## src/rtl/prime_stream_pkg.sv

```systemverilog
// Shared definitions for the prime stream consumer: FSM encoding and default width.
package prime_stream_pkg;

  localparam int DEFAULT_WIDTH = 16;

  typedef enum logic [2:0] {
    ST_IDLE     = 3'd0,
    ST_GO       = 3'd1,
    ST_WAIT_LOW = 3'd2,
    ST_WAIT_HI  = 3'd3,
    ST_PUSH     = 3'd4,
    ST_DONE     = 3'd5
  } state_t;

endpackage

```

## src/rtl/prime_stream_if.sv

```systemverilog
// Generator handshake and output stream bundle between prime_stream and its neighbours.
interface prime_stream_if
  import prime_stream_pkg::*;
#(
  parameter int WIDTH = DEFAULT_WIDTH
) ();

  logic             gen_go;
  logic             gen_ready;
  logic             gen_error;
  logic [WIDTH-1:0] gen_res;
  logic             out_valid;
  logic             out_ready;
  logic [WIDTH-1:0] out_data;

  // gen_go is a one-cycle rising edge; the generator drops gen_ready while busy and raises it
  // with gen_res/gen_error valid. The stream transfers out_data when out_valid && out_ready.
  modport master (
    output gen_go, out_valid, out_data,
    input  gen_ready, gen_error, gen_res, out_ready
  );

  modport slave (
    input  gen_go, out_valid, out_data,
    output gen_ready, gen_error, gen_res, out_ready
  );

endinterface

```

## src/rtl/prime_stream_fifo.sv

```systemverilog
// Synchronous first-word-fall-through FIFO; pointers carry an extra wrap bit.
module prime_fifo #(
  parameter int WIDTH = 16,
  parameter int DEPTH = 8
) (
  input  logic             clk,
  input  logic             rst,
  input  logic             push,
  input  logic             pop,
  input  logic [WIDTH-1:0] din,
  output logic [WIDTH-1:0] dout,
  output logic             full,
  output logic             empty
);

  localparam int AW = $clog2(DEPTH);

  logic [WIDTH-1:0] mem [DEPTH];
  logic [AW:0]      wr_ptr;
  logic [AW:0]      rd_ptr;
  logic             do_push;
  logic             do_pop;

  assign empty   = (wr_ptr == rd_ptr);
  assign full    = (wr_ptr[AW] != rd_ptr[AW]) && (wr_ptr[AW-1:0] == rd_ptr[AW-1:0]);
  assign do_push = push && !full;
  assign do_pop  = pop && !empty;
  // Head reads as zero while empty so the output is defined straight out of reset.
  assign dout    = empty ? '0 : mem[rd_ptr[AW-1:0]];

  always_ff @(posedge clk) begin
    if (do_push) mem[wr_ptr[AW-1:0]] <= din;
  end

  always_ff @(posedge clk) begin
    if (rst) begin
      wr_ptr <= '0;
      rd_ptr <= '0;
    end else begin
      if (do_push) wr_ptr <= wr_ptr + (AW+1)'(1);
      if (do_pop)  rd_ptr <= rd_ptr + (AW+1)'(1);
    end
  end

endmodule

```

## src/rtl/prime_stream.sv

```systemverilog
// Drives the prime generator handshake and streams each new prime through a FIFO until a
// count limit, a generator error or a result wrap-around ends the run.
module prime_stream
  import prime_stream_pkg::*;
#(
  parameter int WIDTH = DEFAULT_WIDTH,
  parameter int DEPTH = 8
) (
  input  logic             clk,
  input  logic             rst,
  input  logic             en,
  input  logic [WIDTH-1:0] limit,
  prime_stream_if.master   bus,
  output logic [WIDTH-1:0] count,
  output logic             done,
  output logic             err,
  output state_t           state
);

  logic [WIDTH-1:0] limit_q;
  logic [WIDTH-1:0] last_q;
  logic [WIDTH-1:0] count_inc;
  logic             full;
  logic             empty;
  logic             push;
  logic             pop;

  assign count_inc     = count + 1'b1;
  assign push          = (state == ST_PUSH) && !full;
  assign pop           = bus.out_valid && bus.out_ready;
  assign bus.out_valid = !empty;

  prime_fifo #(
    .WIDTH (WIDTH),
    .DEPTH (DEPTH)
  ) u_fifo (
    .clk   (clk),
    .rst   (rst),
    .push  (push),
    .pop   (pop),
    .din   (bus.gen_res),
    .dout  (bus.out_data),
    .full  (full),
    .empty (empty)
  );

  // last_q starts at 1 to match the generator's post-reset result, so 2 is the first push.
  always_ff @(posedge clk) begin
    if (rst) begin
      state      <= ST_IDLE;
      bus.gen_go <= 1'b0;
      limit_q    <= '0;
      last_q     <= WIDTH'(1);
      count      <= '0;
      done       <= 1'b0;
      err        <= 1'b0;
    end else begin
      bus.gen_go <= 1'b0;
      case (state)
        ST_IDLE: begin
          if (en && !done) begin
            limit_q    <= limit;
            bus.gen_go <= 1'b1;
            state      <= ST_GO;
          end
        end
        ST_GO: state <= ST_WAIT_LOW;
        ST_WAIT_LOW: begin
          if (!bus.gen_ready) state <= ST_WAIT_HI;
        end
        ST_WAIT_HI: begin
          if (bus.gen_ready) begin
            if (bus.gen_error) begin
              err   <= 1'b1;
              done  <= 1'b1;
              state <= ST_DONE;
            end else if (bus.gen_res <= last_q) begin
              done  <= 1'b1;
              state <= ST_DONE;
            end else begin
              state <= ST_PUSH;
            end
          end
        end
        ST_PUSH: begin
          if (!full) begin
            last_q <= bus.gen_res;
            if (!(&count)) count <= count_inc;
            if ((limit_q != '0) && (count_inc == limit_q)) begin
              done  <= 1'b1;
              state <= ST_DONE;
            end else if (en) begin
              bus.gen_go <= 1'b1;
              state      <= ST_GO;
            end else begin
              state <= ST_IDLE;
            end
          end
        end
        ST_DONE: state <= ST_DONE;
        default: state <= ST_IDLE;
      endcase
    end
  end

endmodule
```

## src/flat_wrapper.sv

```systemverilog
// flat-port wrapper written by rule: the top's interface ports become plain ports
module prime_stream_flat import prime_stream_pkg::*;
#(
  parameter int WIDTH = DEFAULT_WIDTH,
  parameter int DEPTH = 8
)
  (clk, rst, en, limit, count, done, err, state, bus_gen_go, bus_out_valid, bus_out_data, bus_gen_ready, bus_gen_error, bus_gen_res, bus_out_ready);
  prime_stream_if #(.WIDTH(WIDTH)) bus_i ();
  input  logic clk;
  input  logic rst;
  input  logic en;
  input  logic [WIDTH-1:0] limit;
  output logic [WIDTH-1:0] count;
  output logic done;
  output logic err;
  output state_t state;
  output wire logic [$bits(bus_i.gen_go)-1:0] bus_gen_go;
  output wire logic [$bits(bus_i.out_valid)-1:0] bus_out_valid;
  output wire logic [$bits(bus_i.out_data)-1:0] bus_out_data;
  input wire logic [$bits(bus_i.gen_ready)-1:0] bus_gen_ready;
  input wire logic [$bits(bus_i.gen_error)-1:0] bus_gen_error;
  input wire logic [$bits(bus_i.gen_res)-1:0] bus_gen_res;
  input wire logic [$bits(bus_i.out_ready)-1:0] bus_out_ready;
  assign bus_gen_go = bus_i.gen_go;
  assign bus_out_valid = bus_i.out_valid;
  assign bus_out_data = bus_i.out_data;
  assign bus_i.gen_ready = bus_gen_ready;
  assign bus_i.gen_error = bus_gen_error;
  assign bus_i.gen_res = bus_gen_res;
  assign bus_i.out_ready = bus_out_ready;
  prime_stream #(.WIDTH(WIDTH), .DEPTH(DEPTH)) u_core (.clk(clk), .rst(rst), .en(en), .limit(limit), .bus(bus_i), .count(count), .done(done), .err(err), .state(state));
endmodule
```

## config.mk

```make
export PLATFORM = sky130hd
export DESIGN_NAME = prime_stream_flat
export DESIGN_NICKNAME = d
export VERILOG_FILES = /design/src/rtl/prime_stream_pkg.sv /design/src/rtl/prime_stream_if.sv /design/src/rtl/prime_stream_fifo.sv /design/src/rtl/prime_stream.sv /design/src/flat_wrapper.sv
export SDC_FILE = /design/constraint.sdc
export NUM_CORES = 1
export LEC_CHECK = 0
export ABC_CLOCK_PERIOD_IN_PS = 8400
export CAP_MARGIN = 10
export CORE_UTILIZATION = 41
export DETAILED_ROUTE_END_ITERATION = 7
export GPL_ROUTABILITY_DRIVEN = 0
export PLACE_DENSITY = 0.57
export SETUP_SLACK_MARGIN = 0.5
export SLEW_MARGIN = 20
export SYNTH_ARGS = -nofsm -noshare
export SYNTH_HDL_FRONTEND = slang
export SYNTH_HIERARCHICAL = 1
export SYNTH_SLANG_ARGS = --single-unit
```

## constraint.sdc

```tcl
create_clock -name clk -period 8.4 [get_ports clk]
set_clock_uncertainty 0.05 [all_clocks]
set_input_delay 1.68 -clock clk [delete_from_list [all_inputs] [get_ports clk]]
set_output_delay 1.68 -clock clk [all_outputs]
set_load 0.02 [all_outputs]
```

==> out/metrics.cfg, run 1 <==
[finish]
drive_above_1_share = 0.143
multiInputGateArea_sq_um = 3410
nets = 820
regArea_sq_um = 5150
fillCellCount = 1847
area_delta_synth_final_pct = 19.5
n_antenna_cell = 0

[setup_path]
crit_fanout = 32
rrSetupSlack_ns = 3.98
r2r-start = u_core/u_fifo/wr_ptr[2]
cp_data_arrival_time_ns = 2.77
worstSetupEndpointType = output port
cp-start-kind = flip-flop
reg2reg_to = u_core/u_fifo/mem[0][6]
required_ns = 6.67
reg2reg_depth = 9
critical_path_class = reg -> out

[worst_hold_path]
min_to = u_core/last_q[11]
min_from = u_core/last_q[11]
holdPathStages = 2
hold_class = reg -> reg

[global_route]
grt_pass1_wl_mm = 30.7
grt_pass1_vias = 5599
track_usage = 0.184
antenna_found_initial = 0
gr-total-overflow = 0
grt_start_max_net_pins = 73

[logic_synthesis]
ys_ff_latch = 193
ys_seq_area_frac = 0.588
netlist_instances = 689
synthFlopType = edfxtp_1
synthArstFlopShare = 0
synth_area_leader_cell = edfxtp_1
syn_area_sq_um = 8750
synth_edf_count = 128
synth_top_area_frac = 0.439
synth_warnings = 6
yosysUniqueCellTypes = 61
syn-num-nets = 746
ys_top_cells_by_area = edfxtp_1 44%, dfxtp_1 15%, mux4_2 8.2%
synth.avg_cell_area_sq_um = 12.7

[clocking]
htreeDepth = 4
clock-sinks = 193
numCtsBuffers = 17
insertion_delay_ns = 0.43
cts_tree = done
path_clk_slew_ns = 0.08
root_buffer = clkbuf_16
cts_resized = 0
ctsHoldBuffers = 0
clockBufferDepth = 2
post-cts-setup-buffers = 0

[floorplan]
core_area_sq_um = 21000
num_rows = 53
num_io_pins = 77
die_width_um = 148
fp.dieH_um = 148
start_util = 0.417
die_area_sq_um = 21900

[placed_design]
place_ws_ns = 3.84
hpwlAfterDp_mm = 12.5
io_buffer_count = 76

[drt]
vias_per_cell = 5.31
drtAntennaViolNets = 0
routed_wirelength_mm = 19.1
drtPass1Iterations = 6
wire_per_inst_um = 18.1
drcViolationCount = 0
dr.first_iter.drc_count = 330
vias = 5583

[sta]
fmax_mhz = 222
fin_ws_ns = 3.90
max-slew-margin-rel = 0.350
post-route-min-period_ns = 4.50
setup_viol = 0
finalHoldViolations = 0
rsz0062_at_grt = no
worst_pin_slew_ns = 0.975
drv_slew = 0
setup_tns_ns = 0
timing.final.crit_share = 0.536

[power_and_ir_drop]
ir_worst_vdd_uv = 117
power_density_nw_per_um2 = 197
power_leakage_nw = 3.39

[status]
status = completed

[flow_run]
drv_cap = 0

==> Yosys cell counts, types with 2 or more instances <==
library cell / count
nand3_1: 13
nand2_1: 88
or3_2: 2
nor3b_1: 5
nand3b_1: 3
mux2_1: 2
and4_1: 3
ha_1: 19
clkbuf_1: 17
a41oi_1: 5
xor2_1: 21
nor4_4: 2
nand3_2: 2
o22ai_1: 2
o21ai_1: 2
nor2_1: 45
buf_2: 14
nor4b_1: 2
nor4_1: 12
o21ai_0: 10
a211oi_1: 4
mux2_2: 6
dfxtp_1: 65
edfxtp_1: 128
a311oi_1: 2
nor4_2: 3
buf_6: 2
nand2b_1: 7
nand4_1: 12
or3_1: 4
a21o_1: 2
nor2b_1: 11
inv_1: 23
a21oi_1: 45
xnor2_1: 20
nor3_1: 7
mux4_2: 32
mux2i_1: 21
o211ai_1: 2
and3_1: 3
==> state kept, by name, indices dropped and copies added (netlist names), named ones only <==
signal and cells:
u_core/last_q 16, u_core/bus.gen_go 1, u_core/u_fifo/mem 128, u_core/limit_q 16
u_core/state 3, u_core/done 1, u_core/u_fifo/rd_ptr 4, u_core/count 16
u_core/u_fifo/wr_ptr 4, u_core/err 1
==> worst max-delay path, stage by stage (launching register included) <==
cell and delay, ns:
dfxtp_2 0.32, buf_4 0.51, mux4_2 0.59, mux2i_1 0.25
nor2_1 0.08, clkdlybuf4s50_1 0.54
==> final cells by class <==
type,count,area share
inverters,24,0.00862
repair buffers,90,0.0831
well taps,275,0.0329
multi-input cells,437,0.326
clock buffers,17,0.0407
clock inverters,15,0.0164
flip-flops and latches,193,0.492
==> cells in the final DEF (no fill, tap or decap), types with 17 or more instances in the layout <==
master / instances
xnor2_1: 20
ha_1: 19
nor2_1: 45
clkdlybuf4s50_1: 75
a21oi_1: 45
inv_1: 23
dfxtp_1: 63
edfxtp_1: 128
clkbuf_16: 17
xor2_1: 21
nand2_1: 88
mux2i_1: 21
mux4_2: 32
==> through the flow <==
stage | hold WS [ns] | utilization | power [mW] | area, sq um | instances
final | 0.407 | 0.499 | 2.06 | 10500 | 1051
after global routing | 0.426 | 0.499 | 2.13 | 10500 | 1051
after floorplan | 0.386 | - | 1.18 | 8750 | 689
after global placement | 0.393 | 0.469 | 1.27 | 9830 | 1017
after detailed placement | 0.396 | 0.469 | 1.27 | 9830 | 1017
after CTS | 0.406 | 0.498 | 2.08 | 10400 | 1049
==> where the power goes <==
| part | leakage [nW] | internal, mW | total [mW] | switching (mW) |
|---|---|---|---|---|
| clock network | 0.293 | 0.406 | 0.806 | 0.400 |
| registers | 1.68 | 1.02 | 1.04 | 0.0189 |
| logic | 1.42 | 0.0903 | 0.207 | 0.117 |
==> metal layers <==
metal / vias to the layer above / share of wire / wire [um] / track usage
li1: 2715 / - / - / -
met1: 2750 / 0.46 / 8740 / 0.240
met2: 109 / 0.50 / 9470 / 0.312
met3: 9 / 0.037 / 697 / 0.0353
met4: 0 / 0.0078 / 149 / 0.0562
met5: - / 0 / 0 / 0
==> logic make-up after synthesis <==
kind of cell,synth area share
buffers and inverters,0.0292
xor gates and xnor gates,0.0442
adders and majority gates,0.0272
DFF,0.588
AOI/OAI and AO/OA,0.0611
and+or+nand+nor,0.134
muxes,0.117
==> how the worst max path moves through the flow <==
stage                       startpoint                  endpoint  slack (ns)  cells past startpoint
6_report                     flip-flop           bus_out_data[4]        3.90                      5
5_1_grt        u_core/u_fifo/wr_ptr[2]   u_core/u_fifo/mem[0][3]        3.70                      9
4_1_cts        u_core/u_fifo/wr_ptr[2]  u_core/u_fifo/mem[0][15]        3.81                      8
3_5_place_dp   u_core/u_fifo/wr_ptr[2]  u_core/u_fifo/mem[0][10]        3.84                      8
3_3_place_gp   u_core/u_fifo/wr_ptr[2]   u_core/u_fifo/mem[0][9]        3.98                      8
2_1_floorplan  u_core/u_fifo/wr_ptr[0]   u_core/u_fifo/mem[3][0]        4.16                      9
Power figures use the tool's default switching activity.
==> inputs of run 2 (changes only) <==
- ABC_CLOCK_PERIOD_IN_PS: 8400 -> 4500
- clock period: 8.4 -> 4.5 ns (I/O delays scaled with it)
==> run 2 against run 1 <==
- global-route usage about the same
- critical endpoint is now bus_out_data[10]
- clock power is 84% higher
- count of clock-buffer cells in the layout stayed put
- first-iteration DRC count decreased by 32%
==> out/metrics.cfg, run 2 (synthesized netlist as in run 1, its figures left out) <==
[setup_path]
critical_path_class = reg -> out
r2r-start = u_core/u_fifo/wr_ptr[2]
crit_fanout = 13  ; -59%
crit_chain = buf_4 > mux4_2 > mux2i_1 > nor2_1 > clkdlybuf4s50_1
cp-start-kind = flip-flop
reg2reg_to = u_core/u_fifo/mem[4][10]
required_ns = 3.55  ; -3.12 ns
max_stage_delay_ns = 0.64  ; +0.05 ns
rrSetupSlack_ns = 1.07  ; -2.91 ns
reg2reg_depth = 8  ; -1
crit_slowest_cell = dfxtp_2
worstSetupEndpointType = output port
cp_data_arrival_time_ns = 2.72  ; -0.05 ns

[sta]
finalHoldViolations = 0  ; unchanged
rsz0062_at_grt = no
fmax_mhz = 273
worst_pin_slew_ns = 1.09  ; +0.117 ns
setup_viol = 0  ; unchanged
max-slew-margin-rel = 0.271  ; -0.0781
post-route-min-period_ns = 3.67
drv_slew = 0  ; unchanged
timing.final.crit_share = 0.815
setup_tns_ns = 0  ; unchanged

[floorplan]
die_width_um = 148  ; unchanged
core_area_sq_um = 21000  ; unchanged
num_rows = 53  ; unchanged
die_area_sq_um = 21900  ; unchanged
fp.dieH_um = 148  ; unchanged
num_io_pins = 77  ; unchanged
start_util = 0.417  ; unchanged

[clocking]
cts_tree = done
htreeDepth = 4  ; unchanged
clockBufferDepth = 2  ; unchanged
insertion_delay_ns = 0.43  ; about the same
numCtsBuffers = 17  ; unchanged
ctsHoldBuffers = 0  ; unchanged
cts_resized = 0  ; unchanged
clock-sinks = 193  ; unchanged
post-cts-setup-buffers = 0  ; unchanged
path_clk_slew_ns = 0.07  ; about the same
root_buffer = clkbuf_16

[finish]
area_delta_synth_final_pct = 19.4  ; about the same
n_antenna_cell = 0  ; unchanged
layout_commonest_cell = edfxtp_1
multiInputGateArea_sq_um = 3410  ; +0.18%
nets = 823  ; +0.37%
drive_above_1_share = 0.144  ; +0.000918
regArea_sq_um = 5150  ; about the same
final_cell_mix = 128 x edfxtp_1, 88 x nand2_1, 75 x clkdlybuf4s50_1
fillCellCount = 1843  ; -0.22%
largest_register_ff_count = 128  ; unchanged
utilization = 0.498  ; about the same

[global_route]
antenna_found_initial = 0  ; unchanged
track_usage = 0.184  ; about the same
grt_pass1_vias = 5552  ; -0.84%
gr-total-overflow = 0  ; unchanged
grt_pass1_wl_mm = 30.6  ; -0.29%
grt_start_max_net_pins = 44  ; -40%

[drt]
drtPass1Iterations = 5  ; -1
routed_wirelength_mm = 19.4  ; +1.5%
drcViolationCount = 0  ; unchanged
dr.first_iter.drc_count = 226  ; -32%
drtAntennaViolNets = 0  ; unchanged
vias_per_cell = 5.36  ; +0.83%
wire_per_inst_um = 18.4  ; +1.3%
vias = 5640  ; +1.0%

[worst_hold_path]
hold_class = reg -> reg
min_to = u_core/last_q[3]
min_from = u_core/last_q[3]
holdPathStages = 2  ; unchanged

[placed_design]
hpwlAfterDp_mm = 12.7  ; +2.1%
io_buffer_count = 76  ; unchanged

[power_and_ir_drop]
clkPwrFrac = 0.387  ; -0.005
p_int_mw = 2.86  ; +88%
seqPwrFrac = 0.512  ; +0.005
power_density_nw_per_um2 = 365  ; +85%
power_leakage_nw = 3.39  ; about the same
power_frac_comb = 0.101  ; about the same
swShare = 0.249  ; -0.0118
ir_worst_vdd_uv = 247  ; +110%
power.switching_mw = 0.948  ; +77%

[flow_run]
drv_cap = 0  ; unchanged

[status]
status = completed

## run 2: cell types whose count changed in the layout (fill, tap and decap cells not counted), moves of 2 or more
cell        before  now
inv_12           2    0
buf_6            2    0
buf_4           12   17
clkinv_2         0    2
clkinvlp_4       0    2
clkinv_8         2    0
## run 2: per-layer routing
| layer | vias to the layer above | track usage | routed length [um] |
|---|---|---|---|
| met5 | - | 0 | 0 |
| met2 | 120 | 0.312 | 9490 |
| met1 | 2799 | 0.238 | 8830 |
| met4 | 0 | 0.0660 | 333 |
| li1 | 2700 | - | - |
| met3 | 21 | 0.0325 | 694 |
## run 2: area by class of cell
class,count,share of cell area
multi-input cells,437,0.327
inverters,24,0.00862
clock inverters,14,0.0138
clock buffers,17,0.0407
repair buffers,93,0.0846
flip-flops and latches,193,0.493
well taps,275,0.0329
## run 2: worst max-delay path: cells and delay by family, from the launching register on
kind,cells,cell delay (ns)
buffers and inverters,2,0.88
multiplexers,2,0.70
flip-flops,1,0.64
AND/OR/NAND/NOR,1,0.05
## run 2: through the flow
| step | instance area (sq um) | worst slack [ns] | hold slack [ns] | power (mW) | cells |
|---|---|---|---|---|---|
| after floorplan | 8750 | 0.264 | 0.386 | 2.21 | 689 |
| final | 10400 | 0.833 | 0.405 | 3.81 | 1053 |
| after detailed placement | 9880 | 1.03 | 0.399 | 2.38 | 1022 |
| after CTS | 10400 | 0.725 | 0.408 | 3.85 | 1053 |
| after global placement | 9880 | 1.06 | 0.392 | 2.37 | 1022 |
| after global routing | 10400 | 0.603 | 0.441 | 3.95 | 1053 |
## run 2: worst max path at each step
| stage | start | end | slack [ns] | depth (start not counted) |
|---|---|---|---|---|
| floorplan | u_core/u_fifo/wr_ptr[0] | u_core/u_fifo/mem[3][0] | 0.26 | 9 |
| global placement | u_core/u_fifo/wr_ptr[2] | u_core/u_fifo/mem[4][4] | 1.06 | 8 |
| detailed placement | u_core/u_fifo/wr_ptr[2] | u_core/u_fifo/mem[4][8] | 1.03 | 8 |
| CTS | flip-flop | bus_out_data[9] | 0.73 | 5 |
| global route | flip-flop | bus_out_data[9] | 0.60 | 5 |
| finish | flip-flop | bus_out_data[10] | 0.83 | 5 |
## run 2: power by group through the flow
stage	registers (mW)	logic [mW]	clock network, mW
2_1_floorplan	1.98	0.232	0
3_3_place_gp	1.99	0.383	0
3_5_place_dp	1.99	0.389	0
4_1_cts	1.95	0.391	1.51
5_1_grt	1.95	0.423	1.57
6_report	1.95	0.385	1.48
==> inputs of run 3 (changes only) <==
- ABC_CLOCK_PERIOD_IN_PS: 4500 -> 3800
- clock period: 4.5 -> 3.8 ns (I/O delays scaled with it)
==> run 3 against run 2 <==
- global-route usage rose by 0.34 points
- cell area rose by 1.4%
- via count rose by 0.30%
- combinational power rose by 21%
- setup slack got worse by 0.26 ns
- core utilization rose by 0.69 points
- cell count rose by 0.57%
- flip-flop and latch count did not move
- largest power group unchanged
- highest routed layer unchanged
==> out/metrics.cfg, run 3 (synthesized netlist as in run 1, its figures left out) <==
[status]
status = completed

[finish]
final_cells = 1059  ; +0.57%
largest_register_ff_count = 128  ; unchanged
area_delta_synth_final_pct = 21.1
nets = 828  ; +0.61%
final_cell_mix = 128 x edfxtp_1, 88 x nand2_1, 73 x clkdlybuf4s50_1
drive_above_1_share = 0.158  ; +0.0142
final_cell_area_sq_um = 10600  ; +1.4%
utilization = 0.505  ; +0.00693
n_antenna_cell = 0  ; unchanged
layout_commonest_cell = edfxtp_1

[global_route]
antenna_found_initial = 0  ; unchanged
gr-total-overflow = 0  ; unchanged
track_usage = 0.188  ; +0.00342
grt_pass1_vias = 5732  ; +3.2%
grt_pass1_wl_mm = 31.3  ; +2.4%
grt_start_max_net_pins = 47  ; +6.8%

[power_and_ir_drop]
ir_worst_vdd_uv = 289  ; +17%
power_density_nw_per_um2 = 426  ; +17%
power_leakage_nw = 3.48  ; +2.6%
design_power_total_mw = 4.51  ; +18%

[setup_path]
crit_chain = buf_12 > mux4_2 > mux2i_1 > nor2_1 > clkdlybuf4s50_1
worstSetupEndpointType = output port
max_stage_delay_ns = 0.54  ; -0.10 ns
crit_fanout = 16  ; +3
reg2reg_depth = 7  ; -1
required_ns = 2.99  ; -0.56 ns
crit_slowest_cell = clkdlybuf4s50_1
cp-start-kind = flip-flop
r2r-start = u_core/u_fifo/rd_ptr[2]
critical_path_class = reg -> out
cp_data_arrival_time_ns = 2.42  ; -0.30 ns

[worst_hold_path]
holdPathStages = 2  ; unchanged
min_from = u_core/last_q[11]
hold_class = reg -> reg

[floorplan]
num_io_pins = 77  ; unchanged
die_area_sq_um = 21900  ; unchanged
fp.dieH_um = 148  ; unchanged
num_rows = 53  ; unchanged
die_width_um = 148  ; unchanged
start_util = 0.417  ; unchanged
core_area_sq_um = 21000  ; unchanged

[clocking]
post-cts-setup-buffers = 0  ; unchanged
numCtsBuffers = 17  ; unchanged
clockBufferDepth = 2  ; unchanged
cts_tree = done
root_buffer = clkbuf_16
htreeDepth = 4  ; unchanged
path_clk_slew_ns = 0.07  ; about the same
insertion_delay_ns = 0.43  ; about the same
clock-sinks = 193  ; unchanged

[placed_design]
placed_area_sq_um = 9950  ; +0.72%
dp.cells = 1026  ; +0.39%
io_buffer_count = 76  ; unchanged
hpwlAfterDp_mm = 12.6  ; -0.69%

[sta]
timing.final.crit_share = 0.850
rsz0062_at_grt = yes
finalHoldViolations = 0  ; unchanged
setup_viol = 0  ; unchanged
worst_pin_slew_ns = 0.848  ; -0.243 ns
setup_tns_ns = 0  ; unchanged
fmax_mhz = 309
max-slew-margin-rel = 0.434  ; +0.163
post-route-min-period_ns = 3.23
drv_slew = 0  ; unchanged

[drt]
drtPass1Iterations = 6  ; +1
vias_per_cell = 5.34  ; -0.27%
vias = 5657  ; +0.30%
wire_per_inst_um = 18.5  ; +0.43%
dr.first_iter.drc_count = 251  ; +11%
drtAntennaViolNets = 0  ; unchanged
drcViolationCount = 0  ; unchanged
routed_wirelength_mm = 19.5  ; +1.0%

[flow_run]
drv_cap = 0  ; unchanged

run 3: cell count changes in the layout (fill, tap and decap cells not counted), moves of 3 or more:
cell / change
xor2_2: +3
buf_4: +3
clkinv_8: +4
xor2_1: -3
run 3: repair_timing:
action	in CTS	in global routing
cloned	0	1
gates resized for setup	1	7
hold buffers	0	0
endpoints found under the setup margin	16	17
run 3: path summary, 6_finish.rpt:
path / end / slack, ns
worst min-delay path: u_core/last_q[11] / 0.40
worst max register to register: u_core/u_fifo/mem[6][1] / 1.08
worst min register to register: u_core/last_q[11] / 0.40
worst max-delay path: bus_out_data[12] / 0.57
run 3: final cells by class:
class                      instances  area [sq um]
timing repair buffer              98           956
tap                              275           344
sequential                       193          5150
multi-input combinational        437          3470
inverter                          24          90.1
clock inverter                    15           159
fill                            1850         10400
clock buffer                      17           425
run 3: power breakdown:
part | internal [mW] | switching (mW) | leakage [nW]
Clock | 0.880 | 0.855 | 0.288
Combinational | 0.203 | 0.261 | 1.51
Sequential | 2.26 | 0.0429 | 1.68
run 3: critical path, delay by kind of cell, from the launching register on:
family / cells / cell delay, ns
and+or+nand+nor: 1 / 0.07
DFF: 1 / 0.44
muxes: 2 / 0.71
buffers and inverters: 2 / 0.76
run 3: layer usage:
layer | vias to the layer above | GRT usage | share of wire
met5 | - | 0 | 0
met4 | 0 | 0.0608 | 0.013
met3 | 18 | 0.0331 | 0.037
met2 | 133 | 0.315 | 0.50
met1 | 2791 | 0.247 | 0.45
li1 | 2715 | - | -
run 3: through the flow:
stage	hold WS [ns]	setup WS [ns]
3_3_place_gp	0.393	0.742
5_1_grt	0.422	0.453
4_1_cts	0.407	0.463
2_1_floorplan	0.386	0.427
3_5_place_dp	0.398	0.512
6_report	0.404	0.568
